[config.mk]
export PLATFORM = sky130hd
export DESIGN_NAME = ps2_host_tx_flat
export DESIGN_NICKNAME = d
export VERILOG_FILES = /design/src/rtl/ps2_host_tx_if.sv /design/src/rtl/ps2_host_tx.sv /design/src/flat_wrapper.sv
export SDC_FILE = /design/constraint.sdc
export NUM_CORES = 1
export LEC_CHECK = 0
export BUFFER_PORTS_ARGS = -buffer_cell sky130_fd_sc_hd__clkbuf_2
export CAP_MARGIN = 20
export CORE_MARGIN = 3
export CORE_UTILIZATION = 50
export DETAILED_ROUTE_END_ITERATION = 10
export GPL_TIMING_DRIVEN = 1
export MAX_ROUTING_LAYER = met4
export PLACE_DENSITY = 0.74
export SLEW_MARGIN = 20
export SYNTH_ARGS = -nofsm -noshare
export SYNTH_HDL_FRONTEND = slang
export SYNTH_SLANG_ARGS = --single-unit
[constraint.sdc]
create_clock -name Clock -period 1.79 [get_ports Clock]
set_input_delay 0 -clock Clock [delete_from_list [all_inputs] [get_ports Clock]]
set_output_delay 0 -clock Clock [all_outputs]
set_load 0.005 [all_outputs]
[src/rtl/ps2_host_tx_if.sv]
// ps2_host_tx_if: command handshake and open-drain PS/2 line signals for the host transmitter
interface ps2_host_tx_if;
   logic       Start;
   logic [7:0] TxData;
   logic       ClkKB;
   logic       DataKB;
   logic       ClkKBDriveLow;
   logic       DataKBDriveLow;
   logic       Busy;
   logic       Done;
   logic       Error;

   modport master (
      output Start, TxData, ClkKB, DataKB,
      input  ClkKBDriveLow, DataKBDriveLow, Busy, Done, Error
   );

   modport slave (
      input  Start, TxData, ClkKB, DataKB,
      output ClkKBDriveLow, DataKBDriveLow, Busy, Done, Error
   );
endinterface

[src/rtl/ps2_host_tx.sv]
// ps2_host_tx: host-to-device PS/2 command transmitter (request-to-send, 8 data bits LSB first, odd parity, stop, ACK check)
module ps2_host_tx #(
   parameter int INHIBIT_CYCLES = 5000,
   parameter int REQ_CYCLES     = 250,
   parameter int TIMEOUT_CYCLES = 1000000
) (
   input logic          Clock,
   input logic          Reset,
   ps2_host_tx_if.slave bus
);
   localparam int MAX_CYCLES = (TIMEOUT_CYCLES > INHIBIT_CYCLES)
      ? ((TIMEOUT_CYCLES > REQ_CYCLES) ? TIMEOUT_CYCLES : REQ_CYCLES)
      : ((INHIBIT_CYCLES > REQ_CYCLES) ? INHIBIT_CYCLES : REQ_CYCLES);
   localparam int CNT_W = $clog2(MAX_CYCLES + 1);

   typedef enum logic [2:0] {IDLE, INHIBIT, REQ, SEND, ACK, WAIT_REL, DONE, ERR} stateT;

   stateT            state;
   logic             clkSync1, clkSync2, clkPrev;
   logic             dataSync1, dataSync2;
   logic [8:0]       shreg;
   logic [3:0]       bitCnt;
   logic [CNT_W-1:0] cnt;
   logic             fall, inFrame, released, nack, expired;

   assign fall     = clkPrev & ~clkSync2;
   assign inFrame  = state inside {SEND, ACK, WAIT_REL};
   assign released = clkSync2 & dataSync2;
   assign nack     = (state == ACK) && fall && dataSync2;
   assign expired  = inFrame && !fall && (cnt == CNT_W'(TIMEOUT_CYCLES - 1))
                     && !((state == WAIT_REL) && released);

   // Two-flop synchronizers on the raw lines; idle-high reset avoids a false fall after reset
   always_ff @(posedge Clock or negedge Reset)
      if (!Reset) begin
         clkSync1  <= 1'b1;
         clkSync2  <= 1'b1;
         clkPrev   <= 1'b1;
         dataSync1 <= 1'b1;
         dataSync2 <= 1'b1;
      end else begin
         clkSync1  <= bus.ClkKB;
         clkSync2  <= clkSync1;
         clkPrev   <= clkSync2;
         dataSync1 <= bus.DataKB;
         dataSync2 <= dataSync1;
      end

   // Frame sequencer; all outputs are registered and set on the transition into each state
   always_ff @(posedge Clock or negedge Reset)
      if (!Reset) begin
         state              <= IDLE;
         shreg              <= '0;
         bitCnt             <= '0;
         cnt                <= '0;
         bus.Busy           <= 1'b0;
         bus.Done           <= 1'b0;
         bus.Error          <= 1'b0;
         bus.ClkKBDriveLow  <= 1'b0;
         bus.DataKBDriveLow <= 1'b0;
      end else begin
         bus.Done  <= 1'b0;
         bus.Error <= 1'b0;
         if (inFrame) cnt <= fall ? '0 : cnt + 1'b1;
         if (nack || expired) begin
            state              <= ERR;
            bus.Error          <= 1'b1;
            bus.Busy           <= 1'b0;
            bus.ClkKBDriveLow  <= 1'b0;
            bus.DataKBDriveLow <= 1'b0;
         end else
            case (state)
               IDLE:
                  if (bus.Start) begin
                     shreg             <= {~^bus.TxData, bus.TxData};
                     bitCnt            <= '0;
                     cnt               <= '0;
                     bus.Busy          <= 1'b1;
                     bus.ClkKBDriveLow <= 1'b1;
                     state             <= INHIBIT;
                  end
               INHIBIT:
                  if (cnt == CNT_W'(INHIBIT_CYCLES - 1)) begin
                     cnt                <= '0;
                     bus.DataKBDriveLow <= 1'b1;
                     state              <= REQ;
                  end else
                     cnt <= cnt + 1'b1;
               REQ:
                  if (cnt == CNT_W'(REQ_CYCLES - 1)) begin
                     cnt               <= '0;
                     bus.ClkKBDriveLow <= 1'b0;
                     state             <= SEND;
                  end else
                     cnt <= cnt + 1'b1;
               SEND:
                  if (fall) begin
                     bitCnt             <= bitCnt + 1'b1;
                     bus.DataKBDriveLow <= (bitCnt == 4'd9) ? 1'b0 : ~shreg[bitCnt];
                     if (bitCnt == 4'd9) state <= ACK;
                  end
               ACK:
                  if (fall) state <= WAIT_REL;
               WAIT_REL:
                  if (released) begin
                     state    <= DONE;
                     bus.Done <= 1'b1;
                     bus.Busy <= 1'b0;
                  end
               default:
                  state <= IDLE;
            endcase
      end
endmodule

[src/flat_wrapper.sv]
// flat-port wrapper written by rule: the top's interface ports become plain ports
module ps2_host_tx_flat 
#(
   parameter int INHIBIT_CYCLES = 5000,
   parameter int REQ_CYCLES     = 250,
   parameter int TIMEOUT_CYCLES = 1000000
)
  (Clock, Reset, bus_Start, bus_TxData, bus_ClkKB, bus_DataKB, bus_ClkKBDriveLow, bus_DataKBDriveLow, bus_Busy, bus_Done, bus_Error);
  ps2_host_tx_if bus_i ();
  input logic Clock;
  input logic Reset;
  input wire logic [$bits(bus_i.Start)-1:0] bus_Start;
  input wire logic [$bits(bus_i.TxData)-1:0] bus_TxData;
  input wire logic [$bits(bus_i.ClkKB)-1:0] bus_ClkKB;
  input wire logic [$bits(bus_i.DataKB)-1:0] bus_DataKB;
  output wire logic [$bits(bus_i.ClkKBDriveLow)-1:0] bus_ClkKBDriveLow;
  output wire logic [$bits(bus_i.DataKBDriveLow)-1:0] bus_DataKBDriveLow;
  output wire logic [$bits(bus_i.Busy)-1:0] bus_Busy;
  output wire logic [$bits(bus_i.Done)-1:0] bus_Done;
  output wire logic [$bits(bus_i.Error)-1:0] bus_Error;
  assign bus_i.Start = bus_Start;
  assign bus_i.TxData = bus_TxData;
  assign bus_i.ClkKB = bus_ClkKB;
  assign bus_i.DataKB = bus_DataKB;
  assign bus_ClkKBDriveLow = bus_i.ClkKBDriveLow;
  assign bus_DataKBDriveLow = bus_i.DataKBDriveLow;
  assign bus_Busy = bus_i.Busy;
  assign bus_Done = bus_i.Done;
  assign bus_Error = bus_i.Error;
  ps2_host_tx #(.INHIBIT_CYCLES(INHIBIT_CYCLES), .REQ_CYCLES(REQ_CYCLES), .TIMEOUT_CYCLES(TIMEOUT_CYCLES)) u_core (.Clock(Clock), .Reset(Reset), .bus(bus_i));
endmodule
==> metrics.cfg, run 1 <==
[run_status]
status=finished, violations left
violations=negative setup slack

[grt]
globalRouteTotalUtil_pct=26.15
grt_pass1_vias=2457
grt_start_max_net_pins=47
grt_pass1_wl_um=12010
gr-total-overflow=0
antenna_found_initial=0

[synthesis]
syn_area_um2=2591
yosysMostFrequentCell=dfrtp_1
ys_ff_latch=46
synth.top_cells.by_count=dfrtp_1 (41), nand2_1 (25), nor2_1 (13)
synthArstFlopShare_pct=100.0
netlist_instances=257
yosysTopAreaCell=dfrtp_1
yosys_warnings=0
synth_area_leaders=dfrtp_1 (40%), dfstp_2 (5.1%), mux2_2 (3.9%)
ys.flop_type=dfrtp_1
syn_area_per_cell_um2=10.08
ys_seq_area_share_pct=44.66
synth_edf_count=0
yosysTopAreaCellShare_pct=39.59
syn_nets=274
yosysUniqueCellTypes=57

[cells_and_area]
fin_cells=411
layout-drive-gt1-share_pct=42.44
num_antenna_cells=0
area_delta_synth_final_pct=42.40
seqCellArea_um2=1159
nets=360
multiInputGateArea_um2=1602
utilization_pct=75.62
fillers=324

[setup_path]
worstPathMaxFanout=8
slowest_delay_ps=550
path_cells=or4b_4 > nor3_4 > a31oi_4 > buf_4 > o31ai_1 > o41ai_1
startpoint_type=flip-flop
end_kind=flip-flop
crit_arrival_ps=2320
crit_required_ps=1980
critical_path_class=reg2reg
cp_slowest_cell=or4b_4

[place]
globalplace.congestion=0.9310
dp_hpwl_um=4739
portBuffers=17
dp.cells=389

[min_path]
hp-class=in2reg

[floorplan]
row_count=25
coreArea_um2=4880
die_w_um=77.99
die_h_um=77.99
io_pins=18
start_util_pct=53.10
die_area_um2=6082

[sta]
fin_ws_ps=-339.3
grt_setup_unrepaired=true
final_max_slew_viol_count=0
whs_ps=23.87
timing.final.hold_violations=0
finalSetupViolCount=27
skew_ps=9.660
relSlewSlack_pct=57.87
setup_tns_ps=-6614
finalCriticalPeriod_ps=2129
worstMarginPinSlew_ps=632.0
fmax_mhz=469.6
finalCritPeriodShare_pct=119.0

[power_and_ir_drop]
power.density_nw_per_um2=500.7
intPower_w=0.001388
max-vdd-ir-drop_mv=0.6556
cellLeakagePower_nw=1.613
pwr-share-comb_pct=5.4
p_sw_share_pct=24.90
clkPwrFrac_pct=37.5
p_switching_w=0.0004601
seqPwrFrac_pct=57.0

[clocking]
cts_buffers=5
cts_root_buffer=clkbuf_8
worstSkewPairLatency_ps=310
clockBufferDepth=2
clkSinkCount=46
cts_max_level=2
clk_pin_slew_ps=100
cts_tree=built

[detailed_routing]
vias_per_cell=5.981
via_count=2458
ant_nets=0
drc_errors=0
first_pass_iters=5
drt_wl_total_um=7565
wl_per_cell_um=18.41
drt_iter0_markers=147

[job]
max_cap_viol_count=0

-- power by group through the flow --
stage / logic [W] / registers, W / clock network, W
2_1_floorplan: 0.0000330 / 0.00107 / 0
3_3_place_gp: 0.0000753 / 0.00107 / 0
3_5_place_dp: 0.0000781 / 0.00107 / 0
4_1_cts: 0.0000972 / 0.00105 / 0.000710
5_1_grt: 0.000109 / 0.00105 / 0.000755
6_report: 0.000100 / 0.00105 / 0.000693
-- state kept, by name (all words and copies together), names as in the netlist --
name                       cells
u_core.dataSync2               1
u_core.bus.Busy                1
u_core.dataSync1               1
u_core.bus.Error               1
u_core.clkSync2                1
u_core.bitCnt                  4
u_core.cnt                    20
u_core.clkPrev                 1
u_core.shreg                   9
u_core.bus.DataKBDriveLow      1
u_core.bus.ClkKBDriveLow       1
u_core.clkSync1                1
u_core.state                   3
u_core.bus.Done                1
-- worst max-delay path: cells and delay by family, from the launching register on --
family	cells	cell delay, ps
simple gates	2	810
compound gates	3	620
flops	1	390
buf+inv	1	200
-- repair_timing --
item	in CTS	in global routing
hold endpoints to repair	51	0
buffers inserted	1	2
hold buffers	11	0
setup endpoints to repair	25	36
gates resized for setup	32	24
pin swaps	12	15
-- cells in the final DEF (no fill, tap or decap), types with 3 or more instances in the layout --
cell type      synthesis  routed
buf_4                  0      54
dlygate4sd3_1          0      11
clkbuf_2               1      17
ha_1                   4       3
nand2_1               25      25
mux2_2                 9       9
and2_1                 3       3
nor4_4                 1       6
o21ai_1                1       3
o31a_1                 4       4
inv_1                  7       6
nor3_1                 8       3
nand4_1                4       4
o22ai_1                6       3
nor3_2                 2       5
o32ai_1                4       3
dfstp_2                5       5
o22ai_2                0       3
or3_1                  5       5
dfrtp_1               41      40
o21ai_0               10       6
nand2b_1               4       3
xnor2_1               10      10
nand3_1                8       8
a21oi_1                8       7
clkbuf_8               0       5
o31ai_1                6       3
inv_6                  0       3
buf_6                  0      11
nor2_1                13      13
nand4b_1               4       4
mux2i_1                4       4
-- path summary, 6_finish.rpt --
check	start	to	slack, ps	depth (start not counted)
worst max-delay path	u_core.cnt[14]$_DFF_PN0_	u_core.cnt[10]$_DFF_PN0_	-340	6
worst min-delay path	bus_Start	u_core.bus.ClkKBDriveLow$_DFFE_PN0P_	20	3
worst max register to register	u_core.cnt[14]$_DFF_PN0_	u_core.cnt[10]$_DFF_PN0_	-340	6
worst min register to register	u_core.dataSync1$_DFF_PN1_	u_core.dataSync2$_DFF_PN1_	360	0
max in group asynchronous	Reset	u_core.cnt[0]$_DFF_PN0_	1060	3
min in group asynchronous	Reset	u_core.bus.Done$_DFF_PN0_	320	3
-- cells by family (layout without fill, tap and decap cells) --
family | Yosys count | in the layout | synth area share [%]
compound gates | 59 | 59 | 16.42
buf+inv | 21 | 108 | 3.525
xor+xnor | 11 | 11 | 3.718
mux | 15 | 15 | 7.195
flops | 46 | 46 | 44.66
fa+ha+maj | 4 | 4 | 1.932
simple gates | 101 | 101 | 22.55
-- metrics by stage --
| stage | area [µm²] | setup slack [ps] | total power [W] |
|---|---|---|---|
| 2_1_floorplan | 2616 | -177.2 | 0.001105 |
| 3_3_place_gp | 3172 | -264.9 | 0.001149 |
| 3_5_place_dp | 3172 | -396.3 | 0.001152 |
| 4_1_cts | 3557 | -336.2 | 0.001861 |
| 5_1_grt | 3690 | -431.8 | 0.001919 |
| 6_report | 3690 | -339.3 | 0.001848 |
-- final cells by class --
cell class / count / area share, %
clock buffer: 5 / 1.865
clock inverter: 3 / 0.7121
inverter: 7 / 0.7121
multi-input combinational: 190 / 43.40
sequential: 46 / 31.40
tap: 67 / 2.272
timing repair buffer: 93 / 19.63
-- layer usage --
layer  vias up  track usage [%]  wire length, µm  share of wire, %
met5         -                -                0                 0
met4         0            8.566              189               2.5
met3        22            4.292              391               5.2
met2        77            43.92             3934                52
met1      1217            32.22             3049                40
li1       1142                -                -                 -
Note: power is estimated with default switching activity, not from simulation.
==> inputs of run 2 (changes only) <==
--- a/config.mk
+++ b/config.mk
@@ -5,6 +5,8 @@
 export SDC_FILE = /design/constraint.sdc
 export NUM_CORES = 1
 export LEC_CHECK = 0
+export ABC_AREA = 1
+export ABC_CLOCK_PERIOD_IN_PS = 1790
 export BUFFER_PORTS_ARGS = -buffer_cell sky130_fd_sc_hd__clkbuf_2
 export CAP_MARGIN = 20
 export CORE_MARGIN = 3
@@ -12,7 +14,7 @@
 export DETAILED_ROUTE_END_ITERATION = 10
 export GPL_TIMING_DRIVEN = 1
 export MAX_ROUTING_LAYER = met4
-export PLACE_DENSITY = 0.74
+export PLACE_DENSITY = 0.73
 export SLEW_MARGIN = 20
 export SYNTH_ARGS = -nofsm -noshare
 export SYNTH_HDL_FRONTEND = slang
==> run 2 against run 1 <==
Against the previous run: the run now ends clean; clock skew increased by 0.92 ps; first-iteration DRC count increased by 15%; worst hold slack improved by 19 ps; synthesized cell count increased by 40%; final cell count rose by 15%; routed wire length shrank 17%; total power up 120%; clock power is essentially flat; worst setup slack better by 440 ps.
==> metrics.cfg, run 2 <==
[run_status]
status=finished clean

[setup_path]
startpoint=u_core.cnt[1]$_DFF_PN0_
crit_buf_inv=2
critical-path-top-delay-family=simple AND/OR/NAND/NOR gates
crit_arrival_ps=1880
end_kind=flip-flop
path_cells=inv_1 > ha_1 > nand3_1 > nor2_1 > nand3_1 > nand2_1 > nand2_2 > nor2_4 > buf_12 > o21ai_0
critical_path_class=reg2reg
path_common_cell=nand3_1
worstPathMaxFanout=14
r2r-start=u_core.cnt[1]$_DFF_PN0_
cp_slowest_cell=dfrtp_1
slowest_delay_ps=420
startpoint_type=flip-flop
crit_required_ps=1980

[power_and_ir_drop]
max-vdd-ir-drop_mv=0.6092
p_total_w=0.004076
cellLeakagePower_nw=1.552
power.density_nw_per_um2=1236

[detailed_routing]
ant_nets=0
drt_wl_total_um=6307
drc_errors=0
wl_per_cell_um=13.39
via_count=2459
drt_iter0_markers=169
vias_per_cell=5.221
first_pass_iters=5

[place]
placed_area_um2=3064
globalplace.congestion=0.9395
dp_hpwl_um=4533
portBuffers=17
dp.cells=452

[sta]
finalSetupViolCount=0
finalCriticalPeriod_ps=1690
timing.final.hold_violations=0
finalCritPeriodShare_pct=94.43
skew_ps=10.58
fmax_mhz=591.6
worstMarginPinSlew_ps=508.5
relSlewSlack_pct=66.01
final_max_slew_viol_count=0

[clocking]
cts_root_buffer=clkbuf_8
cts_tree=built
clockBufferDepth=2
clkSinkCount=46
worstSkewPairLatency_ps=310
clk_pin_slew_ps=90
cts_max_level=2
post_cts_buffers=0
cts_buffers=5

[cells_and_area]
fin_cells=471
top_register=u_core.cnt
area_delta_synth_final_pct=16.59
fillers=448
num_antenna_cells=0
layout-drive-gt1-share_pct=21.95
largest_reg_flops=20
fin_area_um2=3297
final_cell_mix=nand2_1 (70), nor2_1 (42), inv_1 (40), dfrtp_1 (40), nand3_1 (27)
top_regs=u_core.cnt x20, u_core.shreg x9, u_core.bitCnt x4
mostFrequentLayoutCell=nand2_1
nets=417

[floorplan]
die_w_um=81.20
row_count=26
die_area_um2=6593
coreArea_um2=5303
die_h_um=81.20
io_pins=18
start_util_pct=53.33

[synthesis]
synth_area_leaders=dfrtp_1 (36%), nand2_1 (9.6%), inv_1 (5.8%)
yosysTopAreaCell=dfrtp_1
synthArstFlopShare_pct=100.0
syn_area_um2=2828
yosysUniqueCellTypes=40
syn_nets=378
yosysMostFrequentCell=nand2_1
yosys_warnings=0
synth_edf_count=0
ys.flop_type=dfrtp_1
syn_area_per_cell_um2=7.833
ys_seq_area_share_pct=40.93
ys_ff_latch=46
yosysTopAreaCellShare_pct=36.28
netlist_instances=361
synth.top_cells.by_count=nand2_1 (72), inv_1 (44), nor2_1 (44)

[grt]
grt_start_max_net_pins=47
grt_pass1_wl_um=11100
grt_pass1_vias=2441
antenna_found_initial=0
globalRouteTotalUtil_pct=22.17
gr-total-overflow=0

[min_path]
worstHoldStart=bus_Start
hp-class=in2reg

[job]
max_cap_viol_count=0

[run 2: changes by cell type after synthesis, sizes merged, moves of 6 or more]
cell / before / now
inv: 7 / 52
nand2: 25 / 78
nand3: 8 / 31
nand4: 4 / 10
nor2: 13 / 52
nor4: 8 / 0
o21ai: 11 / 17
o31ai: 6 / 0
xor2: 1 / 17
[run 2: logic make-up after synthesis]
logic type	Yosys count	share of synthesized area [%]
xor+xnor	24	7.434
fa+ha+maj	4	1.770
simple gates	179	29.87
flops	46	40.93
mux	4	1.593
buf+inv	61	8.938
compound gates	43	9.469
[run 2: worst paths after layout]
path                       depth (start not counted)  slack, ps                          end
max                                               10        100     u_core.cnt[16]$_DFF_PN0_
min                                                4         40  u_core.bus.Busy$_DFFE_PN0P_
max reg2reg                                       10        100     u_core.cnt[16]$_DFF_PN0_
min reg2reg                                        0        360    u_core.clkSync2$_DFF_PN1_
max in group asynchronous                          3       1330     u_core.clkPrev$_DFF_PN1_
min in group asynchronous                          3        200      u_core.cnt[5]$_DFF_PN0_
[run 2: cell type report]
class / count / area [µm²] / share of cell area, %
sequential: 46 / 1159 / 35.14
inverter: 53 / 201.4 / 6.110
tap: 70 / 87.58 / 2.657
multi-input combinational: 254 / 1444 / 43.79
timing repair buffer: 40 / 310.3 / 9.412
clock inverter: 3 / 26.28 / 0.7970
clock buffer: 5 / 68.82 / 2.087
[run 2: worst register-to-register path, delay by kind of cell, from the launching register on]
| family | cells | cell delay, ps |
|---|---|---|
| simple gates | 6 | 680 |
| flops | 1 | 420 |
| buf+inv | 2 | 230 |
| fa+ha+maj | 1 | 150 |
| compound gates | 1 | 100 |
[run 2: layer usage]
layer / wire [µm] / vias up / GRT usage [%]
met1: 2966 / 1115 / 30.74
li1: - / 1236 / -
met2: 2889 / 96 / 32.84
met5: 0 / - / -
met4: 90 / 0 / 7.264
met3: 360 / 12 / 3.991
[run 2: what timing repair did]
item	4_1_cts	5_1_grt
endpoints found under the setup margin	0	24
hold buffers	11	0
gates resized for setup	0	13
endpoints found under the hold margin	56	0
[run 2: report_power, final]
part	switching [W]	internal [W]	leakage (nW)
clock network	0.000404	0.000291	0.0495
registers	0.000189	0.00127	0.584
logic	0.00118	0.000742	0.919
[run 2: per-stage QoR]
stage	TNS, ps	util (%)	setup WS [ps]	hold slack [ps]
final	0	62.18	99.73	43.16
after floorplan	0	-	236.1	-295.6
after CTS	0	61.66	25.06	40.19
after global routing	-0.9728	62.18	-0.9728	50.65
after detailed placement	0	57.79	42.65	4.704
after global placement	0	57.79	101.2	2.338
